## src/rtl/mem_stage_if.sv

```systemverilog
// Pipeline-side and Wishbone-side signal bundle of the memory stage.
// The master view is mem_stage itself; the slave view is exec plus the bus target.
interface mem_stage_if;
  logic [4:0]  rd_i;
  logic [63:0] addr_i;
  logic        we_i;
  logic        nomem_i;
  logic        mem_i;
  logic [63:0] dat_i;
  logic [2:0]  xrs_rwe_i;
  logic        busy_o;
  logic        wb_cyc_o;
  logic        wb_stb_o;
  logic        wb_we_o;
  logic [63:0] wb_adr_o;
  logic [7:0]  wb_sel_o;
  logic [63:0] wb_dat_o;
  logic [63:0] wb_dat_i;
  logic        wb_ack_i;
  logic        rwe_o;
  logic [4:0]  rd_o;
  logic [63:0] rdat_o;
  logic        fault_o;
  logic [63:0] fault_addr_o;

  modport master (
    input  rd_i, addr_i, we_i, nomem_i, mem_i, dat_i, xrs_rwe_i, wb_dat_i, wb_ack_i,
    output busy_o, wb_cyc_o, wb_stb_o, wb_we_o, wb_adr_o, wb_sel_o, wb_dat_o,
           rwe_o, rd_o, rdat_o, fault_o, fault_addr_o
  );

  modport slave (
    output rd_i, addr_i, we_i, nomem_i, mem_i, dat_i, xrs_rwe_i, wb_dat_i, wb_ack_i,
    input  busy_o, wb_cyc_o, wb_stb_o, wb_we_o, wb_adr_o, wb_sel_o, wb_dat_o,
           rwe_o, rd_o, rdat_o, fault_o, fault_addr_o
  );
endinterface

```

## src/rtl/mem_stage.sv

```systemverilog
// KCP53K cpu2 memory stage: ALU writeback pass-through plus loads/stores over a
// 64-bit Wishbone master with alignment checking and an optional ack timeout.
module mem_stage #(
  parameter int TIMEOUT = 255
) (
  input logic         clk_i,
  input logic         reset_i,
  mem_stage_if.master bus
);
  localparam logic [0:0] ST_IDLE     = 1'b0;
  localparam logic [0:0] ST_BUS      = 1'b1;
  localparam logic [8:0] TIMEOUT_LIM = 9'(TIMEOUT);

  logic [0:0]  state_reg;
  logic [7:0]  count_reg;
  logic [4:0]  rd_lat_reg;
  logic [2:0]  code_lat_reg;
  logic [2:0]  off_lat_reg;
  logic [63:0] addr_lat_reg;
  logic        cyc_reg;
  logic        we_reg;
  logic [7:0]  sel_reg;
  logic [63:0] adr_reg;
  logic [63:0] wdat_reg;
  logic        rwe_reg;
  logic [4:0]  rd_reg;
  logic [63:0] rdat_reg;
  logic        fault_reg;
  logic [63:0] fault_addr_reg;

  logic [1:0]  lg_size;
  logic [7:0]  size_mask;
  logic [7:0]  sel_next;
  logic        misaligned;
  logic        issue_mem;
  logic        timeout_hit;
  logic [63:0] rep8;
  logic [63:0] rep16;
  logic [63:0] rep32;
  logic [63:0] wdat_next;
  logic [63:0] lane;
  logic [63:0] load_next;

  // log2 of the access size in bytes; code 000 never reaches here as an access
  always_comb begin
    case (bus.xrs_rwe_i)
      3'b001, 3'b101: lg_size = 2'd0;
      3'b010, 3'b110: lg_size = 2'd1;
      3'b011, 3'b111: lg_size = 2'd2;
      default:        lg_size = 2'd3;
    endcase
  end

  always_comb begin
    case (lg_size)
      2'd0:    size_mask = 8'h01;
      2'd1:    size_mask = 8'h03;
      2'd2:    size_mask = 8'h0F;
      default: size_mask = 8'hFF;
    endcase
  end

  assign sel_next   = size_mask << bus.addr_i[2:0];
  assign misaligned = ((lg_size != 2'd0) && bus.addr_i[0]) ||
                      (lg_size[1] && bus.addr_i[1]) ||
                      ((lg_size == 2'd3) && bus.addr_i[2]);
  assign issue_mem  = bus.mem_i && !bus.nomem_i && (bus.xrs_rwe_i != 3'b000);

  genvar gi;
  generate
    for (gi = 0; gi < 8; gi++) begin : g_rep
      assign rep8[gi*8 +: 8]  = bus.dat_i[7:0];
      assign rep16[gi*8 +: 8] = bus.dat_i[(gi % 2)*8 +: 8];
      assign rep32[gi*8 +: 8] = bus.dat_i[(gi % 4)*8 +: 8];
    end
  endgenerate

  always_comb begin
    case (lg_size)
      2'd0:    wdat_next = rep8;
      2'd1:    wdat_next = rep16;
      2'd2:    wdat_next = rep32;
      default: wdat_next = bus.dat_i;
    endcase
  end

  // Move the addressed lane down to bit 0, then extend by the latched code.
  assign lane = bus.wb_dat_i >> {off_lat_reg, 3'b000};

  always_comb begin
    case (code_lat_reg)
      3'b001:  load_next = {{56{lane[7]}},  lane[7:0]};
      3'b010:  load_next = {{48{lane[15]}}, lane[15:0]};
      3'b011:  load_next = {{32{lane[31]}}, lane[31:0]};
      3'b101:  load_next = {56'd0, lane[7:0]};
      3'b110:  load_next = {48'd0, lane[15:0]};
      3'b111:  load_next = {32'd0, lane[31:0]};
      default: load_next = lane;
    endcase
  end

  assign timeout_hit = (TIMEOUT != 0) && (({1'b0, count_reg} + 9'd1) == TIMEOUT_LIM);

  always_ff @(posedge clk_i or posedge reset_i) begin
    if (reset_i) begin
      state_reg      <= ST_IDLE;
      count_reg      <= 8'd0;
      rd_lat_reg     <= 5'd0;
      code_lat_reg   <= 3'd0;
      off_lat_reg    <= 3'd0;
      addr_lat_reg   <= 64'd0;
      cyc_reg        <= 1'b0;
      we_reg         <= 1'b0;
      sel_reg        <= 8'd0;
      adr_reg        <= 64'd0;
      wdat_reg       <= 64'd0;
      rwe_reg        <= 1'b0;
      rd_reg         <= 5'd0;
      rdat_reg       <= 64'd0;
      fault_reg      <= 1'b0;
      fault_addr_reg <= 64'd0;
    end else begin
      rwe_reg   <= 1'b0;
      fault_reg <= 1'b0;
      case (state_reg)
        ST_IDLE: begin
          if (bus.nomem_i) begin
            if ((bus.xrs_rwe_i != 3'b000) && (bus.rd_i != 5'd0)) begin
              rwe_reg  <= 1'b1;
              rd_reg   <= bus.rd_i;
              rdat_reg <= bus.addr_i;
            end
          end else if (issue_mem) begin
            if (misaligned) begin
              fault_reg      <= 1'b1;
              fault_addr_reg <= bus.addr_i;
            end else begin
              state_reg    <= ST_BUS;
              count_reg    <= 8'd0;
              cyc_reg      <= 1'b1;
              we_reg       <= bus.we_i;
              sel_reg      <= sel_next;
              adr_reg      <= {bus.addr_i[63:3], 3'b000};
              wdat_reg     <= wdat_next;
              rd_lat_reg   <= bus.rd_i;
              code_lat_reg <= bus.xrs_rwe_i;
              off_lat_reg  <= bus.addr_i[2:0];
              addr_lat_reg <= bus.addr_i;
            end
          end
        end
        default: begin
          if (bus.wb_ack_i) begin
            state_reg <= ST_IDLE;
            cyc_reg   <= 1'b0;
            we_reg    <= 1'b0;
            sel_reg   <= 8'd0;
            if (!we_reg && (rd_lat_reg != 5'd0)) begin
              rwe_reg  <= 1'b1;
              rd_reg   <= rd_lat_reg;
              rdat_reg <= load_next;
            end
          end else if (timeout_hit) begin
            state_reg      <= ST_IDLE;
            cyc_reg        <= 1'b0;
            we_reg         <= 1'b0;
            sel_reg        <= 8'd0;
            fault_reg      <= 1'b1;
            fault_addr_reg <= addr_lat_reg;
          end else begin
            count_reg <= count_reg + 8'd1;
          end
        end
      endcase
    end
  end

  // busy depends on state alone so exec never sees a path from wb_ack_i
  assign bus.busy_o       = (state_reg == ST_BUS);
  assign bus.wb_cyc_o     = cyc_reg;
  assign bus.wb_stb_o     = cyc_reg;
  assign bus.wb_we_o      = we_reg;
  assign bus.wb_sel_o     = sel_reg;
  assign bus.wb_adr_o     = adr_reg;
  assign bus.wb_dat_o     = wdat_reg;
  assign bus.rwe_o        = rwe_reg;
  assign bus.rd_o         = rd_reg;
  assign bus.rdat_o       = rdat_reg;
  assign bus.fault_o      = fault_reg;
  assign bus.fault_addr_o = fault_addr_reg;
endmodule

```

## src/flat_wrapper.sv

```systemverilog
// flat-port wrapper written by rule: the top's interface ports become plain ports
module mem_stage_flat 
#(
  parameter int TIMEOUT = 255
)
  (clk_i, reset_i, bus_rd_i, bus_addr_i, bus_we_i, bus_nomem_i, bus_mem_i, bus_dat_i, bus_xrs_rwe_i, bus_wb_dat_i, bus_wb_ack_i, bus_busy_o, bus_wb_cyc_o, bus_wb_stb_o, bus_wb_we_o, bus_wb_adr_o, bus_wb_sel_o, bus_wb_dat_o, bus_rwe_o, bus_rd_o, bus_rdat_o, bus_fault_o, bus_fault_addr_o);
  mem_stage_if bus_i ();
  input logic clk_i;
  input logic reset_i;
  input wire logic [$bits(bus_i.rd_i)-1:0] bus_rd_i;
  input wire logic [$bits(bus_i.addr_i)-1:0] bus_addr_i;
  input wire logic [$bits(bus_i.we_i)-1:0] bus_we_i;
  input wire logic [$bits(bus_i.nomem_i)-1:0] bus_nomem_i;
  input wire logic [$bits(bus_i.mem_i)-1:0] bus_mem_i;
  input wire logic [$bits(bus_i.dat_i)-1:0] bus_dat_i;
  input wire logic [$bits(bus_i.xrs_rwe_i)-1:0] bus_xrs_rwe_i;
  input wire logic [$bits(bus_i.wb_dat_i)-1:0] bus_wb_dat_i;
  input wire logic [$bits(bus_i.wb_ack_i)-1:0] bus_wb_ack_i;
  output wire logic [$bits(bus_i.busy_o)-1:0] bus_busy_o;
  output wire logic [$bits(bus_i.wb_cyc_o)-1:0] bus_wb_cyc_o;
  output wire logic [$bits(bus_i.wb_stb_o)-1:0] bus_wb_stb_o;
  output wire logic [$bits(bus_i.wb_we_o)-1:0] bus_wb_we_o;
  output wire logic [$bits(bus_i.wb_adr_o)-1:0] bus_wb_adr_o;
  output wire logic [$bits(bus_i.wb_sel_o)-1:0] bus_wb_sel_o;
  output wire logic [$bits(bus_i.wb_dat_o)-1:0] bus_wb_dat_o;
  output wire logic [$bits(bus_i.rwe_o)-1:0] bus_rwe_o;
  output wire logic [$bits(bus_i.rd_o)-1:0] bus_rd_o;
  output wire logic [$bits(bus_i.rdat_o)-1:0] bus_rdat_o;
  output wire logic [$bits(bus_i.fault_o)-1:0] bus_fault_o;
  output wire logic [$bits(bus_i.fault_addr_o)-1:0] bus_fault_addr_o;
  assign bus_i.rd_i = bus_rd_i;
  assign bus_i.addr_i = bus_addr_i;
  assign bus_i.we_i = bus_we_i;
  assign bus_i.nomem_i = bus_nomem_i;
  assign bus_i.mem_i = bus_mem_i;
  assign bus_i.dat_i = bus_dat_i;
  assign bus_i.xrs_rwe_i = bus_xrs_rwe_i;
  assign bus_i.wb_dat_i = bus_wb_dat_i;
  assign bus_i.wb_ack_i = bus_wb_ack_i;
  assign bus_busy_o = bus_i.busy_o;
  assign bus_wb_cyc_o = bus_i.wb_cyc_o;
  assign bus_wb_stb_o = bus_i.wb_stb_o;
  assign bus_wb_we_o = bus_i.wb_we_o;
  assign bus_wb_adr_o = bus_i.wb_adr_o;
  assign bus_wb_sel_o = bus_i.wb_sel_o;
  assign bus_wb_dat_o = bus_i.wb_dat_o;
  assign bus_rwe_o = bus_i.rwe_o;
  assign bus_rd_o = bus_i.rd_o;
  assign bus_rdat_o = bus_i.rdat_o;
  assign bus_fault_o = bus_i.fault_o;
  assign bus_fault_addr_o = bus_i.fault_addr_o;
  mem_stage #(.TIMEOUT(TIMEOUT)) u_core (.clk_i(clk_i), .reset_i(reset_i), .bus(bus_i));
endmodule
```

## config.mk

```make
export PLATFORM = sky130hd
export DESIGN_NAME = mem_stage_flat
export DESIGN_NICKNAME = d
export VERILOG_FILES = /design/src/rtl/mem_stage_if.sv /design/src/rtl/mem_stage.sv /design/src/flat_wrapper.sv
export SDC_FILE = /design/constraint.sdc
export NUM_CORES = 1
export LEC_CHECK = 0
export BUFFER_PORTS_ARGS = -buffer_cell sky130_fd_sc_hd__buf_4
export CORE_AREA = 3 3 184 186
export CTS_CLUSTER_SIZE = 14
export DETAILED_ROUTE_END_ITERATION = 8
export DIE_AREA = 0 0 187 189
export PLACE_DENSITY = 0.74
export SLEW_MARGIN = 20
export SYNTH_ARGS = -nofsm -noshare
export SYNTH_HDL_FRONTEND = slang
export SYNTH_SLANG_ARGS = --single-unit
```

## constraint.sdc

```tcl
create_clock -name clk_i -period 19.35 [get_ports clk_i]
set_clock_uncertainty 0.15 [all_clocks]
set_input_delay 2.9025 -clock clk_i [delete_from_list [all_inputs] [get_ports clk_i]]
set_output_delay 2.9025 -clock clk_i [all_outputs]
set_load 0.01 [all_outputs]
```

==> results.md <==
- Status: completed
- Max cap viols: 0
- Clock transition at path regs: roughly 0.050 ns
- Min Clock Period, post-route: around 6 ns
- CP bufs+invs: 4
- CP endpoint kind: flop
- Total track usage: a little under a third
- Worst path max stage delay: around 0.69 ns
- CP delay by family, top: buffers and inverters
- # Post-CTS Setup Buffers: 0
- Worst r2r dst: u_core.bus.rdat_o[52]
- Clock buffer depth: 3
- Min-delay worst type: reg2reg
- Synth Cell Area: around 15000 um2
- CTS H-tree lvls: 2
- Largest net degree at the start of global routing: between 100 and 150
- Clk sinks: 290
- Mean cell area of the mapped netlist: approximately 8.7 um2
- EDFF count, synth: 0
- P_leak: 0.00924 uW
- Setup TNS: 0 ns
- Nets: ~2300
- FF-to-FF path depth: 9
- Worst slew pin tran: about 1.1 ns
- Post_cts resized: 0
- Largest family of logic cells by synthesized area: compound AO/OA/AOI/OAI gates
- CTS tree: yes
- Worst path most repeated cell: buf_4
- Layout cells sized above 1: a little under a third
- Worst setup startpoint: bus_rd_i[2]
- Post-Route WL: 55900 um
- Die height: roughly 190 um
- Pwr dens: 126 nW/um2
- Worst path cell trace: buf_4 -> or4_1 -> o211ai_2 -> buf_4 -> o31a_2 -> buf_4 -> inv_1 -> o22ai_1 -> a21oi_1
- Overflow left after global routing: 0
- Hold slack final: ~0.33 ns
- Vias in the first global route: around 14000
- Worst EP required: 19.53 ns
- Share of the synthesized area in the top cell type: 48.3%
- Max Freq: around 170 MHz
- Top_reg_cell synth: dfrtp_1
- Num rows: 66
- Critical Path Stages: 9
- Worst setup path end: u_core.bus.rdat_o[52]
- CORE AREA: about 32000 um2
- Post-synthesis simple-gate area fraction: between 10% and 20%
- Crit path max-delay cell type: inv_1
- Cts bufs inserted: 35
- First-pass GRT wire length: about 84000 um
- Hold Buf Count CTS: 0
- Final ANT Viol Nets: 0
- Post-synth ARST share: between 90% and 100%
- Worst reg2reg setup slack: between 15 and 20 ns
- Commonest non-fill, non-tap cell in the layout: buf_4
- Root buf cell: clkbuf_16
- Post-synthesis adder-cell area fraction: 0.582%
- Crit-path max FO: 66
- DP HPWL: 40800 um
- Mux contribution to synthesized area: a little over 6%
- IO Port Bufs: approximately 480
- Total number of vias: roughly 15000
- GP Congestion: 0.951
- Sequential cell area fraction in the yosys report: between 40% and 50%
- Final worst path period share: a little under a third
- Drt drc: 0
- Die ar.: between 30000 and 40000 um2
- Distinct cells, synth: 62
- Yosys Warn Count: 0
- Critical Path Start Type: input port
- Clk_lat worst skew: between 0.5 and 0.6 ns
- Area growth, synth to finish: 30.4%
- Fin. max-slew vios: 0
- Compound-Gate Fraction of Synth Area: about a fifth
- Drt pass-1 iters: 5
- Hold path depth: 2
- CP arrival: 6.18 ns
- Slew headroom: 26.1%
- Final hold vios: 0
- Via density per instance: 5.79
- XOR/XNOR share of the synthesized area: less than 1%
- Post-synthesis register bit count: between 200 and 300
- Die W: around 190 um
- RR Startpoint: u_core.bus.busy_o
- Commonest cells after routing, fill and taps aside: buf_4, nand2_1, dfrtp_1
- Initial Util: between 40% and 50%
- Final instance area: 19600 um2
- Syn Inst Count: ~1700
- DR WL/cell: 22.1 um
- DR iter-0 viols: around 1300
- Critical path class: in2reg
- Unrepaired setup endpoints after global routing: false
- Post-synth top area cell: dfrtp_1
- Number of antenna violations at the first check in global routing: 7
- Io pins: between 400 and 500
- Placed cell area: about 18000 um2
- Worst IR Drop VDD: between 60 and 70 uV
- Final Setup Violations: 0
- Top cells by area, synth: dfrtp_1, nand2_1, a21oi_1
## logic make-up after synthesis
logic type / Yosys count
compound gates: 466
xor+xnor: 3
fa+ha+maj: 7
buf+inv: 212
flops: 290
mux: 88
other cells: 1
simple gates: 658
## metrics by stage
stage | power [uW] | std cells | util, % | worst slack (ns)
after floorplan | 1380 | 1727 | - | 8.29
after global placement | 1760 | 2468 | 56.5 | 12.77
after detailed placement | 1780 | 2468 | 56.5 | 12.67
after CTS | 2470 | 2527 | 60.2 | 13.19
after global routing | 2590 | 2535 | 60.4 | 13.09
final | 2460 | 2536 | 60.4 | 13.35
## cells in the mapped netlist, types with 25 or more instances
cell type,instances
mux2_2,26
nor2_1,159
nand2_1,415
o21ai_0,93
a21oi_1,148
nand3_1,25
o22ai_1,74
clkbuf_1,100
dfrtp_1,290
buf_4,72
mux2i_1,61
## report_power, final
part / leakage (uW) / internal [uW] / switching [uW]
Combinational: 0.00518 / 403 / 461
Sequential: 0.00348 / 777 / 137
Clock: 0.000592 / 430 / 256
Total: 0.00924 / 1610 / 854
## layer usage
| layer | global-route usage [%] | vias up | wire length (um) |
|---|---|---|---|
| li1 | - | 6639 | - |
| met1 | 37.3 | 7107 | 21300 |
| met2 | 51.9 | 821 | 27800 |
| met3 | 6.46 | 121 | 4710 |
| met4 | 12.0 | 0 | 2130 |
| met5 | 0 | - | 0 |
## area by class of cell
class                      count  area, um2
tap                          442        553
inverter                      13       56.3
antenna                        8       20.0
multi-input combinational   1225       6750
timing repair buffer         499       3770
clock inverter                 9        148
fill                        2843      12800
sequential                   290       7260
clock buffer                  50       1050
## how the worst min path moves through the flow
stage	start	to	slack, ns
6_report	u_core.bus.wb_dat_o[4]	u_core.bus.wb_dat_o[4]	0.33
5_1_grt	u_core.addr_lat_reg[0]	u_core.addr_lat_reg[0]	0.35
3_5_place_dp	u_core.bus.wb_dat_o[0]	u_core.bus.wb_dat_o[0]	0.31
2_1_floorplan	u_core.rd_lat_reg[4]	u_core.rd_lat_reg[4]	0.31
3_3_place_gp	u_core.bus.wb_dat_o[2]	u_core.bus.wb_dat_o[2]	0.31
4_1_cts	u_core.bus.wb_dat_o[4]	u_core.bus.wb_dat_o[4]	0.33
## worst register-to-register path: stages, from the launching register on
cell	delay, ns
dfrtp_2	0.34
buf_4	0.53
nor2b_1	0.15
o211ai_2	0.10
buf_4	0.37
o31a_2	0.40
buf_4	0.59
inv_1	0.70
o22ai_1	0.33
a21oi_1	0.08
Power figures use the tool's default switching activity.
